File: src/rtl/nf10_flow_pkg.sv
// nf10_flow_pkg: header offsets, metadata layout and tuple builder shared by the flow extractor.
package nf10_flow_pkg;
  localparam logic [15:0] ETH_IPV4 = 16'h0800;
  localparam logic [3:0] IP_VER4 = 4'd4;
  localparam logic [3:0] IHL_MIN = 4'd5;
  localparam logic [7:0] PROTO_TCP = 8'd6;
  localparam logic [7:0] PROTO_UDP = 8'd17;
  localparam int OFF_ETYPE = 12;
  localparam int OFF_VIHL = 14;
  localparam int OFF_PROTO = 23;
  localparam int OFF_SRC_IP = 26;
  localparam int OFF_DST_HI = 30;
  localparam int OFF_DST_LO = 0;
  localparam int OFF_SPORT = 2;
  localparam int OFF_DPORT = 4;
  localparam int META_W = 128;
  localparam int M_SRC_IP = 0;
  localparam int M_DST_IP = 32;
  localparam int M_SPORT = 64;
  localparam int M_DPORT = 80;
  localparam int M_PROTO = 96;
  localparam int M_LEN = 104;
  localparam int M_IS_IPV4 = 120;
  localparam int M_IHL_OK = 121;
  localparam int M_IS_TCP = 122;
  localparam int M_IS_UDP = 123;
  typedef enum logic [1:0] {S_HDR0, S_HDR1, S_BODY} state_t;
  // Non-IPv4 frames keep only length and ihl_ok; ports survive only for plain TCP/UDP headers.
  function automatic logic [META_W-1:0] build_meta(
    input logic [15:0] etype,
    input logic [7:0] vihl,
    input logic [7:0] proto,
    input logic [31:0] src_ip,
    input logic [31:0] dst_ip,
    input logic [15:0] sport,
    input logic [15:0] dport,
    input logic [15:0] len
  );
    logic ipv4, ihl_ok, tcp, udp, l4_ok;
    logic [META_W-1:0] m;
    ipv4 = etype == ETH_IPV4 && vihl[7:4] == IP_VER4;
    ihl_ok = vihl[3:0] == IHL_MIN;
    tcp = ipv4 && proto == PROTO_TCP;
    udp = ipv4 && proto == PROTO_UDP;
    l4_ok = ipv4 && ihl_ok && (tcp || udp);
    m = '0;
    m[M_SRC_IP +: 32] = ipv4 ? src_ip : 32'h0;
    m[M_DST_IP +: 32] = ipv4 ? dst_ip : 32'h0;
    m[M_SPORT +: 16] = l4_ok ? sport : 16'h0;
    m[M_DPORT +: 16] = l4_ok ? dport : 16'h0;
    m[M_PROTO +: 8] = ipv4 ? proto : 8'h0;
    m[M_LEN +: 16] = len;
    m[M_IS_IPV4] = ipv4;
    m[M_IHL_OK] = ihl_ok;
    m[M_IS_TCP] = tcp;
    m[M_IS_UDP] = udp;
    return m;
  endfunction
endpackage

File: src/rtl/nf10_meta_fifo.sv
// nf10_meta_fifo: synchronous flow-tuple FIFO; output is read straight from the storage flops.
module nf10_meta_fifo #(
  parameter int DEPTH = 4,
  parameter int WIDTH = 128
) (
  input logic clk,
  input logic rst,
  input logic push,
  input logic [WIDTH-1:0] din,
  input logic pop,
  output logic [WIDTH-1:0] dout,
  output logic full,
  output logic empty
);
  localparam int AW = $clog2(DEPTH);
  logic [WIDTH-1:0] mem [DEPTH];
  logic [AW-1:0] wr_ptr, rd_ptr;
  logic [AW:0] count;
  logic do_push, do_pop;
  assign full = count == (AW+1)'(DEPTH);
  assign empty = count == '0;
  assign do_push = push & !full;
  assign do_pop = pop & !empty;
  assign dout = mem[rd_ptr];
  always_ff @(posedge clk or posedge rst)
    if (rst) begin
      for (int i = 0; i < DEPTH; i++) mem[i] <= '0;
      wr_ptr <= '0;
      rd_ptr <= '0;
      count <= '0;
    end else begin
      if (do_push) mem[wr_ptr] <= din;
      if (do_push) wr_ptr <= wr_ptr + AW'(1);
      if (do_pop) rd_ptr <= rd_ptr + AW'(1);
      count <= count + (AW+1)'(do_push) - (AW+1)'(do_pop);
    end
endmodule

File: src/rtl/nf10_flow_tuple_extract.sv
// nf10_flow_tuple_extract: one-cycle registered packet passthrough that emits one flow tuple per packet.
module nf10_flow_tuple_extract
  import nf10_flow_pkg::*;
#(
  parameter int C_AXIS_DATA_WIDTH = 256,
  parameter int C_AXIS_TUSER_WIDTH = 128,
  parameter int C_META_FIFO_DEPTH = 4
) (
  input logic axi_aclk,
  input logic axi_reset,
  input logic [C_AXIS_DATA_WIDTH-1:0] s_axis_tdata,
  input logic [C_AXIS_DATA_WIDTH/8-1:0] s_axis_tstrb,
  input logic [C_AXIS_TUSER_WIDTH-1:0] s_axis_tuser,
  input logic s_axis_tvalid,
  output logic s_axis_tready,
  input logic s_axis_tlast,
  output logic [C_AXIS_DATA_WIDTH-1:0] m_axis_tdata,
  output logic [C_AXIS_DATA_WIDTH/8-1:0] m_axis_tstrb,
  output logic [C_AXIS_TUSER_WIDTH-1:0] m_axis_tuser,
  output logic m_axis_tvalid,
  input logic m_axis_tready,
  output logic m_axis_tlast,
  output logic [META_W-1:0] m_meta_tdata,
  output logic m_meta_tvalid,
  input logic m_meta_tready,
  output logic [31:0] pkt_count
);
  localparam int NB = C_AXIS_DATA_WIDTH / 8;
  state_t state_q, state_d;
  logic [7:0] b [NB];
  logic [15:0] eth_q, dst_hi_q, len_q;
  logic [7:0] vihl_q, proto_q;
  logic [31:0] src_q;
  logic push_beat, accept, meta_push, meta_full, meta_empty;
  logic [META_W-1:0] meta_in;
  always_comb for (int i = 0; i < NB; i++) b[i] = s_axis_tdata[8*i +: 8];
  // push_beat depends on tlast but never on tvalid, so tready stays valid-independent.
  assign push_beat = state_q == S_HDR1 || (state_q == S_HDR0 && s_axis_tlast);
  assign s_axis_tready = (!m_axis_tvalid | m_axis_tready) & !(push_beat & meta_full);
  assign accept = s_axis_tvalid & s_axis_tready;
  assign meta_push = accept & push_beat;
  always_comb begin
    state_d = !accept ? state_q : s_axis_tlast ? S_HDR0 : state_q == S_HDR0 ? S_HDR1 : S_BODY;
    meta_in = state_q == S_HDR0
      ? build_meta({b[OFF_ETYPE], b[OFF_ETYPE+1]}, b[OFF_VIHL], b[OFF_PROTO],
                   {b[OFF_SRC_IP], b[OFF_SRC_IP+1], b[OFF_SRC_IP+2], b[OFF_SRC_IP+3]},
                   {b[OFF_DST_HI], b[OFF_DST_HI+1], 16'h0}, 16'h0, 16'h0, s_axis_tuser[15:0])
      : build_meta(eth_q, vihl_q, proto_q, src_q, {dst_hi_q, b[OFF_DST_LO], b[OFF_DST_LO+1]},
                   {b[OFF_SPORT], b[OFF_SPORT+1]}, {b[OFF_DPORT], b[OFF_DPORT+1]}, len_q);
  end
  always_ff @(posedge axi_aclk or posedge axi_reset)
    if (axi_reset) begin
      state_q <= S_HDR0;
      eth_q <= '0;
      vihl_q <= '0;
      proto_q <= '0;
      src_q <= '0;
      dst_hi_q <= '0;
      len_q <= '0;
      pkt_count <= '0;
    end else begin
      state_q <= state_d;
      if (accept && state_q == S_HDR0) begin
        eth_q <= {b[OFF_ETYPE], b[OFF_ETYPE+1]};
        vihl_q <= b[OFF_VIHL];
        proto_q <= b[OFF_PROTO];
        src_q <= {b[OFF_SRC_IP], b[OFF_SRC_IP+1], b[OFF_SRC_IP+2], b[OFF_SRC_IP+3]};
        dst_hi_q <= {b[OFF_DST_HI], b[OFF_DST_HI+1]};
        len_q <= s_axis_tuser[15:0];
      end
      if (accept && s_axis_tlast) pkt_count <= pkt_count + 32'd1;
    end
  always_ff @(posedge axi_aclk or posedge axi_reset)
    if (axi_reset) begin
      m_axis_tvalid <= 1'b0;
      m_axis_tdata <= '0;
      m_axis_tstrb <= '0;
      m_axis_tuser <= '0;
      m_axis_tlast <= 1'b0;
    end else if (accept) begin
      m_axis_tvalid <= 1'b1;
      m_axis_tdata <= s_axis_tdata;
      m_axis_tstrb <= s_axis_tstrb;
      m_axis_tuser <= s_axis_tuser;
      m_axis_tlast <= s_axis_tlast;
    end else if (m_axis_tready) begin
      m_axis_tvalid <= 1'b0;
    end
  nf10_meta_fifo #(.DEPTH(C_META_FIFO_DEPTH), .WIDTH(META_W)) u_meta_fifo (
    .clk(axi_aclk),
    .rst(axi_reset),
    .push(meta_push),
    .din(meta_in),
    .pop(m_meta_tready),
    .dout(m_meta_tdata),
    .full(meta_full),
    .empty(meta_empty)
  );
  assign m_meta_tvalid = !meta_empty;
endmodule

File: config.mk
export PLATFORM = sky130hd
export DESIGN_NAME = nf10_flow_tuple_extract
export DESIGN_NICKNAME = d
export VERILOG_FILES = /design/src/rtl/nf10_flow_pkg.sv /design/src/rtl/nf10_meta_fifo.sv /design/src/rtl/nf10_flow_tuple_extract.sv
export SDC_FILE = /design/constraint.sdc
export NUM_CORES = 2
export LEC_CHECK = 0
export CAP_MARGIN = 30
export CELL_PAD_IN_SITES_DETAIL_PLACEMENT = 1
export CELL_PAD_IN_SITES_GLOBAL_PLACEMENT = 1
export CORE_AREA = 5 5 382 384
export CTS_BUF_LIST = sky130_fd_sc_hd__clkbuf_2 sky130_fd_sc_hd__clkbuf_4 sky130_fd_sc_hd__clkbuf_8
export DETAILED_ROUTE_END_ITERATION = 10
export DIE_AREA = 0 0 387 389
export PLACE_DENSITY = 0.74
export SLEW_MARGIN = 5
export SYNTH_ARGS = -nofsm -noshare
export SYNTH_HDL_FRONTEND = slang
export SYNTH_SLANG_ARGS = --single-unit
export TNS_END_PERCENT = 1
File: constraint.sdc
create_clock -name axi_aclk -period 70.4 [get_ports axi_aclk]
set_clock_uncertainty 0.15 [all_clocks]
set_input_delay 17.6 -clock axi_aclk [delete_from_list [all_inputs] [get_ports axi_aclk]]
set_output_delay 17.6 -clock axi_aclk [all_outputs]
set_load 0.005 [all_outputs]
Yosys cells after proc, flatten, opt, wreduce, memory -nomap -nowiden
Cells that the tools add are included.
{ "word_totals": {"n_memories": 0, "wordCells": 89, "latchBits": 0, "mem_bits_ro": 0, "inputBits": 422, "mem_bits_rw": 0, "ff_bits": 1067} }
{ "op_classes": {"shift": 0, "n_bitwise": 9, "muxes": 19, "multipliers": 0, "n_reduce_logical": 21, "n_eq_ne": 12, "n_div": 0, "magnitude_cmp": 3, "addsub": 5} }
{ "op_table": {"columns": ["operator", "n"], "rows": [
  ["$bwmux 512", 1],
  ["$mux 128", 3],
  ["$bmux 128 s2", 1],
  ["$demux 128 s2", 1],
  ["$mux 32", 4],
  ["$mux 124", 1],
  ["$add 32x1->32 const B", 1],
  ["$eq 16x12->1 const B", 2],
  ["$mux 16", 2],
  ["$eq 4x3->1 const B", 4],
  ["$eq 8x3->1 const B", 2],
  ["$eq 8x5->1 const B", 2],
  ["$mux 8", 2],
  ["$logic_and 1x1->1", 12],
  ["$and 1x1->1", 6],
  ["$ge 3x3->1 const B", 2],
  ["$not 2->3", 2],
  ["$add 2x1->2 const B", 2],
  ["$logic_not 1->1", 4],
  ["$mux 2", 2],
  ["$add 3x1->3", 1],
  ["$eq 3x3->1 const B", 1],
  ["$logic_not 3->1", 1],
  ["$lt 3x1->1 const B", 1],
  ["other kinds (7)", 9]
]} }

Depth between registers and ports, before layout
{ "logic_depth": {"word_depth": 11, "mapped_depth": 10} }

By module
A second synthesis with hierarchy kept.
{ "unflattened": {"hier_cells": 3603, "hier_area_um2": 46077.9} }
{ "modules_own_cells": {"columns": ["mod", "cells_each", "seq_area_each_um2", "area_per_inst_um2", "instances"], "rows": [
  ["nf10_meta_fifo", 1275, 12987.5, 23988.0, 1],
  ["nf10_flow_tuple_extract", 2328, 13713.2, 22089.9, 1]
]} }

Least setup slack after synthesis
OpenSTA, ideal clock, no wires.
{ "synth_path": {"path_kind": "in2out", "from": "input port m_axis_tready", "to": "output port s_axis_tready", "path_buffers": 0, "t_arrival_ps": 17916, "path_slack_ps": 34734, "required_time_ps": 52650, "stages": 2, "path_cell_list": "nand2b_1 o21a_1"} }
{ "synth_via": {"elab_chain_len": 2} }
{ "synth_rtl": {"columns": ["element", "line", "text"], "rows": [
  ["from (decl)", "nf10_flow_tuple_extract.sv:21", "input logic m_axis_tready,"],
  ["$or 1x1->1", "nf10_flow_tuple_extract.sv:39", "assign s_axis_tready = (!m_axis_tvalid | m_axis_tready) & !(push_beat & meta_full);"],
  ["$and 1x1->1", "nf10_flow_tuple_extract.sv:39", null],
  ["to (decl)", "nf10_flow_tuple_extract.sv:15", "output logic s_axis_tready,"]
]} }
No other way between the ends.

Worst setup path after layout
{ "layout_path": {"from": "input port s_axis_tlast", "to": "output port s_axis_tready"} }
{ "layout_via": {"elab_chain_len": 5} }
{ "layout_rtl": {"columns": ["element", "line", "text"], "rows": [
  ["from (decl)", "nf10_flow_tuple_extract.sv:16", "input logic s_axis_tlast,"],
  ["$logic_and 1x1->1", "nf10_flow_tuple_extract.sv:38", "assign push_beat = state_q == S_HDR1 || (state_q == S_HDR0 && s_axis_tlast);"],
  ["$logic_or 1x1->1", "nf10_flow_tuple_extract.sv:38", null],
  ["$and 1x1->1", "nf10_flow_tuple_extract.sv:39", null],
  ["$logic_not 1->1", "nf10_flow_tuple_extract.sv:39", null],
  ["$and 1x1->1", "nf10_flow_tuple_extract.sv:39", null]
]} }
No other way between the ends.

==> out/results.ini <==
[synthesis]
syn_inst = 4062
synth_top_family_by_area = simple AND/OR/NAND/NOR gates
async_flop_share = 1.00
seq_area_frac_synth = 0.617
synth-warning-count = 0
ys.flop_type = dfrtp_1
synth-xor-area-share = 0.00740
synthSimpleGateAreaFrac = 0.173
synthesis.area_mm2 = 0.0426
synth-edff-count = 0
synth.area.mux_share = 0.0976
synthAdderAreaFrac = 0.00252
ys_seq_elements = 1051
ys_types = 51
syn_area_per_cell_um2 = 10.5
synth-compound-area-share = 0.0695

[clock_tree]
clock_latency_ns = 0.92
clockRootBuffer = clkbuf_8
postCtsHoldBufs = 0
post_cts_buffers = 0
cts_tree = done
path_clk_slew_ns = 0.06
clockBufferDepth = 3
numCtsBuffers = 183
clock-sinks = 1051
cts-htree-levels = 4
cts_resized = 0

[detailed_routing]
drt-initial-drc-count = 1896
detail-route-antenna-nets = 0
drc = 0
viasPerCell = 4.78
drt_first_pass_iters = 5
totalWireLength_mm = 169
wl_per_cell_um = 23.8
via_count = 34000

[finish]
drive_gt1_frac = 0.123
fin_nets = 5465
area_delta_synth_final_pct = 37.2
num-fill-cells = 15800
mostFrequentLayoutCell = nand2_1
layout_common_cells = 1,580 x nand2_1, 1,049 x dfrtp_1, 997 x clkdlybuf4s50_1
final_util = 0.411

[timing]
maxClockFrequency_ghz = 0.0271
finalSetupViolCount = 0
rsz0062_at_grt = no
postLayoutSetupSlackWorst_ns = 33.46
hold_violations = 0
drv_slew = 0
slew-limit-headroom = 0.139
fin_crit_sh = 0.525
worst_pin_slew_ns = 1.29
min_period_ns = 36.94
setup_tns_ns = 0

[worst_setup_path]
path_cells = clkdlybuf4s50_1, buf_4, o21bai_4, o21a_1, clkdlybuf4s50_1
worst_setup_path_start_kind = input port
crit_family = buffers and inverters
cpMaxStageDelayCell = clkdlybuf4s50_1
critical_path_class = in2out
crit_path_max_fanout = 8
critPathRequiredTime_ns = 52.65
worst_ep_arrival_time_ns = 19.19
end_kind = primary output
cpPeakStageDelay_ns = 0.51
worst_path_most_repeated_cell = clkdlybuf4s50_1
path_buf_inv = 3

[grt]
grt_pass1_vias = 37500
antenna_found_initial = 65
grt_max_degree = 174
grt_overflow = 0
busiest_layer = met2
use_met3 = 0.0894
grt_use_met2 = 0.363
grt_pass1_wl_mm = 250
use_met1 = 0.255
grt_usage = 0.220

[placement]
place_hpwl_mm = 121
dp_slack_ns = 33.44
routabilityCongestion = 0.913
numPortBuffers = 997

[min_path]
min_path_type = reg2reg

[power_and_ir_drop]
powerDensity_mw_per_mm2 = 39.6
leakage_nw = 26.4
peakVddDrop_uv = 19.7

[floorplan]
die_w_um = 387
die_area_mm2 = 0.151
row_count = 139
core_mm2 = 0.142
die-height_um = 389
initial_core_util = 0.299
num_io_pins = 1002

[run_status]
status = finished, final reports clean

[job]
drv_cap = 0

## per-stage QoR
step           area [um2]  power (mW)  hold WS [ns]  instances
4_1_cts             58300        2.35         0.326       7079
2_1_floorplan       42600        1.26         0.295       4065
6_report            58500        2.31         0.320       7120
3_5_place_dp        54200        1.71         0.311       6749
3_3_place_gp        54100        1.68         0.305       6743
5_1_grt             58400        2.45         0.334       7106
## cells by family (layout without fill, tap and decap cells)
family,count (synthesis),count (layout)
mux,246,246
fa+ha+maj,8,8
xor+xnor,36,36
buf+inv,273,1388
flops,1051,1051
other cells,1,41
simple gates,1891,1891
compound gates,556,556
## worst min-delay path, cell delays in order, from the launching register on
cell	delay, ns
dfrtp_1	0.34
nand2_1	0.05
nand2_1	0.05
## synth_stat cells, drive strengths merged (2+ instances only)
cell type / instances / area [um2]
nor4b: 6 / 52.6
dfrtp: 1051 / 26300
nor4: 9 / 56.3
a21oi: 226 / 1130
ha: 7 / 87.6
or4: 2 / 15.0
nor4bb: 5 / 65.1
nand3: 13 / 65.1
xnor2: 27 / 236
nand4: 9 / 71.3
xor2: 9 / 78.8
or3: 4 / 25.0
mux4: 124 / 2790
a22oi: 56 / 420
nor2: 234 / 897
o21ai: 267 / 1340
mux2i: 17 / 170
inv: 9 / 33.8
and2: 6 / 37.5
buf: 172 / 1010
clkbuf: 92 / 345
a32o: 2 / 20.0
and3: 2 / 12.5
o211ai: 2 / 20.0
and4: 5 / 46.3
nor3: 7 / 50.1
nand2: 1585 / 5950
mux2: 105 / 1200
## per-layer routing
layer  wire length (um)  vias up
met5                138        -
met3              14900      321
met2              81000      993
li1                   -    15400
met4               7200       22
met1              65900    17300
## final cells by class
cell class / count / area (um2) / share of cell area
Antenna cell: 37 / 92.6 / 0.00158
Clock buffer: 301 / 3770 / 0.0645
Clock inverter: 29 / 290 / 0.00496
Inverter: 9 / 41.3 / 0.000706
Multi-Input combinational cell: 2741 / 15000 / 0.257
Sequential cell: 1051 / 26300 / 0.450
Tap cell: 1903 / 2380 / 0.0407
Timing Repair Buffer: 1049 / 10600 / 0.180
## power breakdown
part | leakage (nW) | internal, mW | switching [mW]
Clock | 2.15 | 0.347 | 0.272
Combinational | 11.0 | 0.404 | 0.386
Sequential | 13.2 | 0.791 | 0.114
## sequential cells by signal, indices dropped and copies added (netlist names), 3 cells and up
| signal | count |
|---|---|
| u_meta_fifo.count | 3 |
| proto_q | 8 |
| len_q | 16 |
| m_axis_tuser | 128 |
| u_meta_fifo.mem | 496 |
| dst_hi_q | 16 |
| pkt_count | 32 |
| m_axis_tstrb | 32 |
| m_axis_tdata | 256 |
| eth_q | 16 |
| src_q | 32 |
| vihl_q | 8 |
## worst paths after layout
kind                       cells past startpoint  slack, ns                               end                            from
setup / recovery                               5      33.46                     s_axis_tready                    s_axis_tlast
hold / removal                                 2       0.32     m_axis_tuser[125]$_DFFE_PP0N_   m_axis_tuser[125]$_DFFE_PP0N_
setup reg to reg                               7      66.20     m_axis_tdata[174]$_DFFE_PP0N_  u_meta_fifo.count[1]$_DFF_PP0_
hold reg to reg                                2       0.32     m_axis_tuser[125]$_DFFE_PP0N_   m_axis_tuser[125]$_DFFE_PP0N_
max in group asynchronous                      5      50.05  u_meta_fifo.mem[432]$_DFFE_PP0P_                       axi_reset
min in group asynchronous                      2      17.02      m_axis_tdata[69]$_DFFE_PP0N_                       axi_reset
No activity file was read; power rests on OpenSTA's default activity.
